==> config.mk <==
export PLATFORM = sky130hd
export DESIGN_NAME = cpu_run_ctrl_flat
export DESIGN_NICKNAME = d
export VERILOG_FILES = /design/src/rtl/cpu_ctrl_pkg.sv /design/src/rtl/cpu_run_ctrl_if.sv /design/src/rtl/cpu_ctrl_dump.sv /design/src/rtl/cpu_run_ctrl.sv /design/src/flat_wrapper.sv
export SDC_FILE = /design/constraint.sdc
export NUM_CORES = 1
export LEC_CHECK = 0
export ABC_AREA = 0
export BUFFER_PORTS_ARGS = -buffer_cell sky130_fd_sc_hd__buf_4
export CAP_MARGIN = 20
export CORE_AREA = 8 8 92 135
export CTS_BUF_LIST = sky130_fd_sc_hd__clkbuf_8
export CTS_CLUSTER_DIAMETER = 120
export CTS_CLUSTER_SIZE = 8
export DETAILED_ROUTE_END_ITERATION = 8
export DIE_AREA = 0 0 100 143
export PLACE_DENSITY = 0.69
export SYNTH_ARGS = -nofsm -noshare
export SYNTH_HDL_FRONTEND = slang
export SYNTH_SLANG_ARGS = --single-unit
==> constraint.sdc <==
create_clock -name clk -period 1.8 [get_ports clk]
set_input_delay 0.18 -clock clk [delete_from_list [all_inputs] [get_ports clk]]
set_output_delay 0.18 -clock clk [all_outputs]
set_load 0.05 [all_outputs]
==> src/rtl/cpu_ctrl_pkg.sv <==
// ---------------------------------------------------------------------------
// cpu_ctrl_pkg
// Shared definitions for the CPU run controller (cpu_run_ctrl) and its
// register-dump engine (cpu_ctrl_dump).
//   - ctrl_state_e : session state encoding (IDLE, LOAD, HOLD, RUN, DUMP, DONE)
//   - dump_state_e : dump engine phase encoding
//   - DEF_*        : default parameter values and the widths derived from them
//   - width_of()   : clog2 with a floor of one bit, for counter/address widths
// ---------------------------------------------------------------------------
package cpu_ctrl_pkg;

    typedef enum logic [2:0] {
        S_IDLE,
        S_LOAD,
        S_HOLD,
        S_RUN,
        S_DUMP,
        S_DONE
    } ctrl_state_e;

    typedef enum logic [1:0] {
        D_IDLE,
        D_READ,   // rf_raddr presented, read data arrives next cycle
        D_SHOW    // dump word offered on the valid/ready port
    } dump_state_e;

    // Bit width needed to hold values 0..n-1, never less than one bit.
    function automatic int width_of(input int n);
        return (n > 1) ? $clog2(n) : 1;
    endfunction

    localparam int DEF_INST_W         = 32;
    localparam int DEF_IMEM_DEPTH     = 64;
    localparam int DEF_NUM_REGS       = 32;
    localparam int DEF_REG_W          = 32;
    localparam int DEF_RST_CYCLES     = 1;
    localparam int DEF_MAX_RUN_CYCLES = 110;

    localparam int DEF_IA_W = width_of(DEF_IMEM_DEPTH);
    localparam int DEF_RA_W = width_of(DEF_NUM_REGS);
    localparam int DEF_CW   = width_of(DEF_MAX_RUN_CYCLES + 1);

endpackage

==> src/rtl/cpu_run_ctrl_if.sv <==
// ---------------------------------------------------------------------------
// cpu_run_ctrl_if
// Host-facing streams of the CPU run controller.
//   Program stream (host -> controller): prog_valid, prog_data, prog_last,
//                                        prog_ready
//   Dump stream (controller -> host):    dump_valid, dump_idx, dump_data,
//                                        dump_ready
// Modports:
//   master : host side (drives the program stream, consumes the dump stream)
//   slave  : controller side
// ---------------------------------------------------------------------------
interface cpu_run_ctrl_if
    import cpu_ctrl_pkg::*;
#(
    parameter int INST_W = DEF_INST_W,
    parameter int RA_W   = DEF_RA_W,
    parameter int REG_W  = DEF_REG_W
) ();

    logic              prog_valid;
    logic [INST_W-1:0] prog_data;
    logic              prog_last;
    logic              prog_ready;

    logic              dump_valid;
    logic [RA_W-1:0]   dump_idx;
    logic [REG_W-1:0]  dump_data;
    logic              dump_ready;

    modport master (
        output prog_valid, prog_data, prog_last,
        input  prog_ready,
        input  dump_valid, dump_idx, dump_data,
        output dump_ready
    );

    modport slave (
        input  prog_valid, prog_data, prog_last,
        output prog_ready,
        output dump_valid, dump_idx, dump_data,
        input  dump_ready
    );

endinterface

==> src/rtl/cpu_ctrl_dump.sv <==
// ---------------------------------------------------------------------------
// cpu_ctrl_dump
// Register-file dump engine. On a kick it walks idx = 0..NUM_REGS-1, presents
// each index on the debug read port, and offers the returned value on a
// valid/ready port one cycle later. Two cycles per word when never stalled.
// Ports:
//   clk, rst        clock, synchronous active-high reset
//   kick            start a dump from index 0 (one-cycle pulse)
//   rf_raddr        register-file debug read address (= idx)
//   rf_rdata        read data, valid one cycle after rf_raddr
//   dump_valid/idx/data, dump_ready   output word handshake
//   finished        pulse on the handshake of the last register
// ---------------------------------------------------------------------------
module cpu_ctrl_dump
    import cpu_ctrl_pkg::*;
#(
    parameter int NUM_REGS = DEF_NUM_REGS,
    parameter int REG_W    = DEF_REG_W,
    parameter int RA_W     = width_of(NUM_REGS)
) (
    input  logic             clk,
    input  logic             rst,
    input  logic             kick,
    output logic [RA_W-1:0]  rf_raddr,
    input  logic [REG_W-1:0] rf_rdata,
    output logic             dump_valid,
    output logic [RA_W-1:0]  dump_idx,
    output logic [REG_W-1:0] dump_data,
    input  logic             dump_ready,
    output logic             finished
);

    localparam logic [RA_W-1:0] IDX_LAST = RA_W'(NUM_REGS - 1);

    dump_state_e      dstate, dstate_nxt;
    logic [RA_W-1:0]  idx;
    logic             first;   // first cycle of D_SHOW: rf_rdata is the fresh read
    logic [REG_W-1:0] hold_q;  // word captured on the first D_SHOW cycle

    // idx is a register and only moves on a handshake, so both the read
    // address and the reported index stay put while the consumer stalls.
    assign rf_raddr = idx;
    assign dump_idx = idx;

    always_comb begin
        // NOTE: every signal gets a default before the case so no path leaves
        // it unassigned; that is what keeps this block free of latches.
        dstate_nxt = dstate;
        dump_valid = (dstate == D_SHOW);
        dump_data  = first ? rf_rdata : hold_q;
        finished   = 1'b0;
        case (dstate)
            D_IDLE: if (kick) dstate_nxt = D_READ;
            D_READ: dstate_nxt = D_SHOW;
            D_SHOW: begin
                if (dump_ready) begin
                    if (idx == IDX_LAST) begin
                        finished   = 1'b1;
                        dstate_nxt = D_IDLE;
                    end else begin
                        dstate_nxt = D_READ;
                    end
                end
            end
            default: dstate_nxt = D_IDLE;
        endcase
    end

    always_ff @(posedge clk) begin
        // NOTE: state is updated with non-blocking assignments so every
        // register samples the values from before this edge.
        if (rst) begin
            dstate <= D_IDLE;
            idx    <= '0;
            first  <= 1'b0;
            hold_q <= '0;
        end else begin
            dstate <= dstate_nxt;
            first  <= (dstate == D_READ);
            // Freeze the presented word so a stall never depends on the
            // register file holding its output.
            if (dstate == D_SHOW) hold_q <= dump_data;
            if (kick) begin
                idx <= '0;
            end else if (dstate == D_SHOW && dump_ready) begin
                idx <= (idx == IDX_LAST) ? '0 : idx + 1'b1;
            end
        end
    end

endmodule

==> src/rtl/cpu_run_ctrl.sv <==
// ---------------------------------------------------------------------------
// cpu_run_ctrl
// Run controller for the single-cycle CPU: streams a program into instruction
// memory, holds the CPU in reset for RST_CYCLES, runs it for MAX_RUN_CYCLES
// (or until halt), then streams the register file out.
// Ports:
//   clk, rst      clock, synchronous active-high reset
//   start         one-cycle pulse, accepted in IDLE and DONE
//   host          program-in / dump-out streams (cpu_run_ctrl_if.slave)
//   imem_we/addr/wdata   instruction-memory write port (registered)
//   cpu_rst       CPU reset, low only during RUN
//   halt_in       CPU halt indication
//   rf_raddr, rf_rdata   register-file debug read port
//   busy, done, timeout, load_err   session status
// Configuration:
//   HALT_DETECT_EN  defined: halt_in during RUN ends the run early (halt wins
//                   over the cycle limit, timeout stays 0).
//                   undefined: halt_in is ignored, the run always lasts
//                   MAX_RUN_CYCLES.
// ---------------------------------------------------------------------------
module cpu_run_ctrl
    import cpu_ctrl_pkg::*;
#(
    parameter int INST_W         = DEF_INST_W,
    parameter int IMEM_DEPTH     = DEF_IMEM_DEPTH,
    parameter int NUM_REGS       = DEF_NUM_REGS,
    parameter int REG_W          = DEF_REG_W,
    parameter int RST_CYCLES     = DEF_RST_CYCLES,
    parameter int MAX_RUN_CYCLES = DEF_MAX_RUN_CYCLES,
    localparam int IA_W          = width_of(IMEM_DEPTH),
    localparam int RA_W          = width_of(NUM_REGS)
) (
    input  logic              clk,
    input  logic              rst,
    input  logic              start,
    cpu_run_ctrl_if.slave     host,
    output logic              imem_we,
    output logic [IA_W-1:0]   imem_addr,
    output logic [INST_W-1:0] imem_wdata,
    output logic              cpu_rst,
    input  logic              halt_in,
    output logic [RA_W-1:0]   rf_raddr,
    input  logic [REG_W-1:0]  rf_rdata,
    output logic              busy,
    output logic              done,
    output logic              timeout,
    output logic              load_err
);

    localparam int CW = width_of(MAX_RUN_CYCLES + 1);
    localparam int HW = width_of(RST_CYCLES + 1);

    localparam logic [IA_W-1:0] LAST_ADDR = IA_W'(IMEM_DEPTH - 1);
    localparam logic [CW-1:0]   RUN_LAST  = CW'(MAX_RUN_CYCLES - 1);
    localparam logic [HW-1:0]   HOLD_LAST = HW'(RST_CYCLES - 1);

    ctrl_state_e     state, state_nxt;
    logic [IA_W-1:0] ptr;
    logic [HW-1:0]   hold_cnt;
    logic [CW-1:0]   run_cnt;
    logic            accept;
    logic            halt_hit;
    logic            run_limit;
    logic            session_go;
    logic            dump_kick;
    logic            dump_finished;

`ifdef HALT_DETECT_EN
    assign halt_hit = (state == S_RUN) && halt_in;
`else
    logic unused_halt_in;
    assign unused_halt_in = halt_in;
    assign halt_hit       = 1'b0;
`endif

    assign accept     = (state == S_LOAD) && host.prog_valid;
    assign run_limit  = (state == S_RUN) && (run_cnt == RUN_LAST);
    assign session_go = ((state == S_IDLE) || (state == S_DONE)) && start;

    // Next state and the state-decoded outputs.
    always_comb begin
        state_nxt       = state;
        host.prog_ready = (state == S_LOAD);
        cpu_rst         = (state != S_RUN);
        busy            = (state != S_IDLE) && (state != S_DONE);
        done            = (state == S_DONE);
        case (state)
            S_IDLE, S_DONE: if (start) state_nxt = S_LOAD;
            S_LOAD: begin
                // The last slot ends the load even without prog_last.
                if (accept && (host.prog_last || ptr == LAST_ADDR))
                    state_nxt = S_HOLD;
            end
            S_HOLD: if (hold_cnt == HOLD_LAST) state_nxt = S_RUN;
            S_RUN:  if (halt_hit || run_limit) state_nxt = S_DUMP;
            S_DUMP: if (dump_finished) state_nxt = S_DONE;
            default: state_nxt = S_IDLE;
        endcase
    end

    // Kick the dump engine on the RUN->DUMP edge so it presents index 0 in
    // the first DUMP cycle.
    assign dump_kick = (state == S_RUN) && (state_nxt == S_DUMP);

    always_ff @(posedge clk) begin
        if (rst) begin
            state      <= S_IDLE;
            ptr        <= '0;
            hold_cnt   <= '0;
            run_cnt    <= '0;
            imem_we    <= 1'b0;
            imem_addr  <= '0;
            imem_wdata <= '0;
            timeout    <= 1'b0;
            load_err   <= 1'b0;
        end else begin
            state   <= state_nxt;
            imem_we <= accept;
            if (accept) begin
                imem_addr  <= ptr;
                imem_wdata <= host.prog_data;
                if (ptr != LAST_ADDR) ptr <= ptr + 1'b1;
                if (ptr == LAST_ADDR && !host.prog_last) load_err <= 1'b1;
            end
            if (session_go) begin
                ptr      <= '0;
                timeout  <= 1'b0;
                load_err <= 1'b0;
            end
            // Counters run only while staying in their state, so they restart
            // from 0 on every entry and never exceed their terminal value.
            hold_cnt <= (state == S_HOLD && state_nxt == S_HOLD) ? hold_cnt + 1'b1 : '0;
            run_cnt  <= (state == S_RUN  && state_nxt == S_RUN)  ? run_cnt + 1'b1  : '0;
            if (run_limit && !halt_hit) timeout <= 1'b1;
        end
    end

    cpu_ctrl_dump #(
        .NUM_REGS (NUM_REGS),
        .REG_W    (REG_W),
        .RA_W     (RA_W)
    ) u_dump (
        .clk        (clk),
        .rst        (rst),
        .kick       (dump_kick),
        .rf_raddr   (rf_raddr),
        .rf_rdata   (rf_rdata),
        .dump_valid (host.dump_valid),
        .dump_idx   (host.dump_idx),
        .dump_data  (host.dump_data),
        .dump_ready (host.dump_ready),
        .finished   (dump_finished)
    );

endmodule

==> src/flat_wrapper.sv <==
// flat-port wrapper written by rule: the top's interface ports become plain ports
module cpu_run_ctrl_flat import cpu_ctrl_pkg::*;
#(
    parameter int INST_W         = DEF_INST_W,
    parameter int IMEM_DEPTH     = DEF_IMEM_DEPTH,
    parameter int NUM_REGS       = DEF_NUM_REGS,
    parameter int REG_W          = DEF_REG_W,
    parameter int RST_CYCLES     = DEF_RST_CYCLES,
    parameter int MAX_RUN_CYCLES = DEF_MAX_RUN_CYCLES,
    localparam int IA_W          = width_of(IMEM_DEPTH),
    localparam int RA_W          = width_of(NUM_REGS)
)
  (clk, rst, start, imem_we, imem_addr, imem_wdata, cpu_rst, halt_in, rf_raddr, rf_rdata, busy, done, timeout, load_err, host_prog_valid, host_prog_data, host_prog_last, host_prog_ready, host_dump_valid, host_dump_idx, host_dump_data, host_dump_ready);
  cpu_run_ctrl_if #(.INST_W(INST_W), .RA_W(DEF_RA_W), .REG_W(REG_W)) host_i ();
  input  logic clk;
  input  logic rst;
  input  logic start;
  output logic imem_we;
  output logic [IA_W-1:0] imem_addr;
  output logic [INST_W-1:0] imem_wdata;
  output logic cpu_rst;
  input  logic halt_in;
  output logic [RA_W-1:0] rf_raddr;
  input  logic [REG_W-1:0] rf_rdata;
  output logic busy;
  output logic done;
  output logic timeout;
  output logic load_err;
  input wire logic [$bits(host_i.prog_valid)-1:0] host_prog_valid;
  input wire logic [$bits(host_i.prog_data)-1:0] host_prog_data;
  input wire logic [$bits(host_i.prog_last)-1:0] host_prog_last;
  output wire logic [$bits(host_i.prog_ready)-1:0] host_prog_ready;
  output wire logic [$bits(host_i.dump_valid)-1:0] host_dump_valid;
  output wire logic [$bits(host_i.dump_idx)-1:0] host_dump_idx;
  output wire logic [$bits(host_i.dump_data)-1:0] host_dump_data;
  input wire logic [$bits(host_i.dump_ready)-1:0] host_dump_ready;
  assign host_i.prog_valid = host_prog_valid;
  assign host_i.prog_data = host_prog_data;
  assign host_i.prog_last = host_prog_last;
  assign host_prog_ready = host_i.prog_ready;
  assign host_dump_valid = host_i.dump_valid;
  assign host_dump_idx = host_i.dump_idx;
  assign host_dump_data = host_i.dump_data;
  assign host_i.dump_ready = host_dump_ready;
  cpu_run_ctrl #(.INST_W(INST_W), .IMEM_DEPTH(IMEM_DEPTH), .NUM_REGS(NUM_REGS), .REG_W(REG_W), .RST_CYCLES(RST_CYCLES), .MAX_RUN_CYCLES(MAX_RUN_CYCLES)) u_core (.clk(clk), .rst(rst), .start(start), .host(host_i), .imem_we(imem_we), .imem_addr(imem_addr), .imem_wdata(imem_wdata), .cpu_rst(cpu_rst), .halt_in(halt_in), .rf_raddr(rf_raddr), .rf_rdata(rf_rdata), .busy(busy), .done(done), .timeout(timeout), .load_err(load_err));
endmodule
Word-level counts from Yosys, hierarchy flattened
Index checks and enable logic that the tools add are counted.

cells by class
  $add $sub $neg = 4
  bitwise logic cells = 2
  equal/unequal tests = 18
  mux-type cells = 17
  reduce and logical (&&, ||, !) cells = 25

operator list
  cell                                                  count
  two-way mux 32 bit                                    1
  two-way mux 3 bit                                     5
  case mux 3 bit (5 select lines)                       1
  equality test 3 x 2 -> 1 bit (second input constant)  4
  logical AND 1 bit                                     10
  OR reduction 2 bit                                    5
  equality test 3 bit (second input constant)           3
  adder 7 x 1 -> 7 bit (second input constant)          1
  equality test 7 bit (second input constant)           1
  adder 6 x 1 -> 6 bit (second input constant)          1
  equality test 6 bit (second input constant)           1
  two-way mux 1 bit                                     6
  != test 6 bit (second input constant)                 1
  case mux 2 bit (3 select lines)                       1
  AND reduction 2 bit                                   3
  adder 5 x 1 -> 5 bit (second input constant)          1
  equality test 5 bit (second input constant)           1
  two-way mux 5 bit                                     1
  two-way mux 2 bit                                     2
  != test 2 x 1 -> 1 bit (second input constant)        2
  equality test 3 x 1 -> 1 bit (second input constant)  1
  logical NOT 3 bit                                     1
  != test 3 x 2 -> 1 bit (second input constant)        1
  != test 3 bit (second input constant)                 1
  9 further kinds                                       11

storage, ports and cells
  input bits = 71
  register bits = 98
  output and inout port bits = 88

Longest topological paths before layout
  word-level depth = 10
  depth in mapped cells = 7
  gate-level depth less buffers = 6

Hierarchy
A second synthesis with hierarchy kept.

second synthesis, totals
  cells, all modules = 457
  area, all modules = 4176.5 um^2

by module, submodules not included
  module         area an instance (um^2)  cells an instance  instances
  cpu_run_ctrl   2249.7                   272                1
  cpu_ctrl_dump  1926.8                   185                1

Worst setup path before layout
No wires, ideal clock.

  path type = reg2reg
  start point = reg u_core.u_dump.idx[0] (netlist: u_core.u_dump.dump_idx[0])
  end point = reg u_core.u_dump.idx[2] (netlist: u_core.u_dump.dump_idx[2])
  stages on the path, launching flop included = 6
  buffers on the path = 0
  path slack = -223 ps
  required time = 1730 ps
  arrival = 1953 ps
  library setup time = 70 ps
  path through = dfxtp_1 -> ha_1 -> and3_1 -> ha_1 -> or4b_2 -> a21oi_1

on the way
  longest elaborated chain between the ends = 9

ends and longest elaborated chain
  item                             line                                      source
  from (decl)                      cpu_ctrl_dump.sv:36                       logic [RA_W-1:0] idx;
  from (signal assigned)           cpu_ctrl_dump.sv:86                       idx <= (idx == IDX_LAST) ? '0 : idx + 1'b1;
  equality test 5 bit              cpu_ctrl_dump.sv:57, cpu_ctrl_dump.sv:86
  two-way mux 1 bit                cpu_ctrl_dump.sv:57                       if (idx == IDX_LAST) begin
  two-way mux 1 bit                cpu_ctrl_dump.sv:56                       if (dump_ready) begin
  two-way mux 1 bit                cpu_ctrl_dump.sv:52                       case (dstate)
  two-way mux 3 bit                cpu_run_ctrl.sv:96                        S_DUMP: if (dump_finished) state_nxt = S_DONE;
  case mux 3 bit (5 select lines)  cpu_run_ctrl.sv:87                        case (state)
  equality test 3 bit              cpu_run_ctrl.sv:103                       assign dump_kick = (state == S_RUN) && (state_nxt == S_DUMP);
  logical AND 1 bit                cpu_run_ctrl.sv:103
  OR reduction 2 bit (no line)     n/a

Parallel ways exist; a longest one is shown, timed or not.
A chain may end at the register's enable or synchronous reset.

Worst setup path after layout
Ends and elaborated chain as after synthesis.

==> impl_metrics.json <==
{
  "status": "complete, no violations",
  "vias": 3611,
  "drtIter0Drc": 132,
  "netlist_area_mm2": 0.00410,
  "hp-class": "in2reg",
  "antenna_cells": 0,
  "post-route-drc-count": 0,
  "placementRows": 46,
  "clk_latency_ns": 0.36,
  "drive_gt1_share_pct": 36.5,
  "synthFlopType": "dfxtp_1",
  "endpoint_kind": "flip-flop",
  "die_w_um": 100,
  "crit_fanout": 7,
  "worst-endpoint-arrival_ns": 2.05,
  "leakage_nw": 2.37,
  "drtPass1Iterations": 4,
  "timing.final.crit_share_pct": 97.2,
  "dieHeight_um": 143,
  "crit_required_ns": 2.10,
  "synth.avg_cell_area_um2": 9.01,
  "yosysUniqueCellTypes": 44,
  "multi_input_area_mm2": 0.00198,
  "ys_ff_latch": 98,
  "dp_hpwl_um": 8250,
  "skew_ns": 0.0119,
  "rsz0062_at_grt": "false",
  "worst_path_max_delay_cell": "or4b_2",
  "design_power_total_w": 0.00447,
  "core_area_mm2": 0.0105,
  "cts_hold_buffers": 0,
  "postRouteWirelength_um": 10900,
  "yosysWarningCount": 0,
  "netlist_instances": 455,
  "max_stage_delay_ns": 0.63,
  "seq_area_mm2": 0.00197,
  "numCtsBuffers": 9,
  "finalSetupViolations": 0,
  "ys_seq_area_share_pct": 47.9,
  "syn-num-nets": 531,
  "async_reset_ff_share_pct": 0,
  "io_pins": 159,
  "final-max-slew-violation-count": 0,
  "criticalPathCategory": "reg2reg",
  "start_util_pct": 39.1,
  "first_global_vias": 3576,
  "clk_pin_slew_ns": 0.10,
  "clock_sinks": 98,
  "cts-root-buf": "clkbuf_8",
  "place_ws_ns": 0.00396,
  "crit_chain": "ha_2 -> and3_4 -> ha_4 -> or4b_2 -> a21oi_2",
  "final_nets": 677,
  "clk_path_buf_depth": 2,
  "cp_top_family": "simple AND/OR/NAND/NOR gates",
  "critical_path_buf_inv_count": 0,
  "post_drt_wl_per_cell_um": 14.5,
  "ant_nets": 0,
  "grt_use_total_pct": 14.7,
  "cts_tree": "done",
  "ir_drop_mv": 0.428,
  "grt_overflow": 0,
  "htreeDepth": 3,
  "powerDensity_mw_per_mm2": 786,
  "grt_antenna_before_repair": 0,
  "grt_pass1_wl_um": 17100,
  "mostFrequentLayoutCells": "169 x buf_4, 96 x dfxtp_1, 85 x nand2_1",
  "vias_per_cell": 4.81,
  "fin_ws_ns": 0.0512,
  "fill_cells": 963,
  "layout_commonest_cell": "buf_4",
  "synth_edf_count": 0,
  "fmax_ghz": 0.572,
  "syn_to_final_growth_pct": 38.6,
  "min_period_ns": 1.75,
  "dieArea_mm2": 0.0143,
  "grt_max_degree": 38,
  "start_kind": "flip-flop",
  "hold_violations": 0,
  "max_cap_viol_count": 0,
  "io_buffers": 157,
  "place.gp.congestion": 0.794
}
[Yosys cell counts (2+ instances only)]
cell / number / share of area, %
and2_1: 2 / 0.31
inv_1: 6 / 0.55
nor3_1: 7 / 0.85
xnor2_1: 4 / 0.85
mux2i_1: 32 / 7.8
ha_1: 5 / 1.5
a211o_1: 2 / 0.43
buf_2: 11 / 1.3
nand2_1: 85 / 7.8
buf_4: 6 / 1.1
xor2_1: 3 / 0.64
nor2_1: 46 / 4.2
and4b_1: 2 / 0.49
nand4_1: 3 / 0.46
or4_1: 2 / 0.37
mux2_1: 9 / 2.5
dfxtp_1: 98 / 48
nor2b_1: 2 / 0.31
nand3_1: 5 / 0.61
and3_1: 2 / 0.31
nand2b_1: 3 / 0.46
o21ai_0: 5 / 0.61
or3_1: 2 / 0.31
mux2_2: 23 / 6.3
a21oi_1: 54 / 6.6
clkbuf_1: 18 / 1.6
[metrics by stage]
stage | utilization, % | std cells | instance area (um2) | hold slack, ns | TNS [ns]
after CTS | 54.2 | 750 | 5680 | 0.0413 | 0
after global placement | 51.9 | 733 | 5430 | 0.427 | 0
final | 54.2 | 750 | 5680 | 0.0618 | 0
after global routing | 54.2 | 750 | 5680 | 0.0388 | 0
after floorplan | - | 455 | 4110 | 0.316 | -0.0296
after detailed placement | 51.9 | 733 | 5430 | 0.437 | 0
[path summary, 6_finish.rpt]
path                                           from                                      to  slack, ns  depth (start not counted)
max          u_core.u_dump.dump_idx[0]$_SDFFE_PP0P_  u_core.u_dump.dump_idx[2]$_SDFFE_PP0P_       0.05                          5
min                              host_prog_data[13]      u_core.imem_wdata[13]$_SDFFE_PP0P_       0.06                          3
max reg2reg  u_core.u_dump.dump_idx[0]$_SDFFE_PP0P_  u_core.u_dump.dump_idx[2]$_SDFFE_PP0P_       0.05                          5
min reg2reg             u_core.timeout$_SDFFE_PP0P_             u_core.timeout$_SDFFE_PP0P_       0.45                          2
[state kept, by name (all words and copies together) (netlist names)]
| signal | cells |
|---|---|
| u_core.imem_addr | 6 |
| u_core.timeout | 1 |
| u_core.u_dump.hold_q | 32 |
| u_core.imem_wdata | 32 |
| u_core.hold_cnt | 1 |
| u_core.load_err | 1 |
| u_core.ptr | 6 |
| u_core.state | 3 |
| u_core.u_dump.dstate | 2 |
| u_core.u_dump.first | 1 |
| u_core.run_cnt | 7 |
| u_core.u_dump.dump_idx | 5 |
| u_core.imem_we | 1 |
[logic make-up after synthesis]
family | Yosys count | share of synthesized area (%)
other | 1 | 0.0915
buffers and inverters | 42 | 4.73
DFF | 98 | 47.9
AOI/OAI and AO/OA | 69 | 9.19
xor gates and xnor gates | 7 | 1.50
and+or+nand+nor | 169 | 18.5
adders and majority gates | 5 | 1.53
muxes | 64 | 16.6
[layer usage]
layer | GRT usage, % | part of all wire [%] | vias up
met5 | 0 | 0 | -
met4 | 4.32 | 0.87 | 0
met3 | 6.04 | 8.6 | 5
met2 | 25.7 | 50 | 124
met1 | 15.9 | 41 | 1662
li1 | - | - | 1820
[tightest hold or removal path, cell delays in order]
cell     delay (ns)
buf_4          0.11
nand2_1        0.04
a21oi_1        0.05
[final cells by class]
| type | count | share of cell area [%] |
|---|---|---|
| clock inverters | 7 | 1.67 |
| repair buffers | 171 | 23.0 |
| multi-input cells | 315 | 34.9 |
| flip-flops and latches | 98 | 34.7 |
| inverters | 6 | 0.397 |
| clock buffers | 9 | 2.18 |
| well taps | 144 | 3.17 |
[power breakdown]
group          switching, W  internal, W  total [W]
clock              0.000765     0.000780    0.00154
sequential        0.0000416      0.00222    0.00226
combinational      0.000412     0.000246   0.000658
total               0.00122      0.00325    0.00447
[what timing repair did]
item | CTS | global route
setup endpoints to repair | 2 | 2
setup buffers | 1 | 0
resized for setup | 3 | 1
Note: power is estimated with default switching activity, not from simulation.
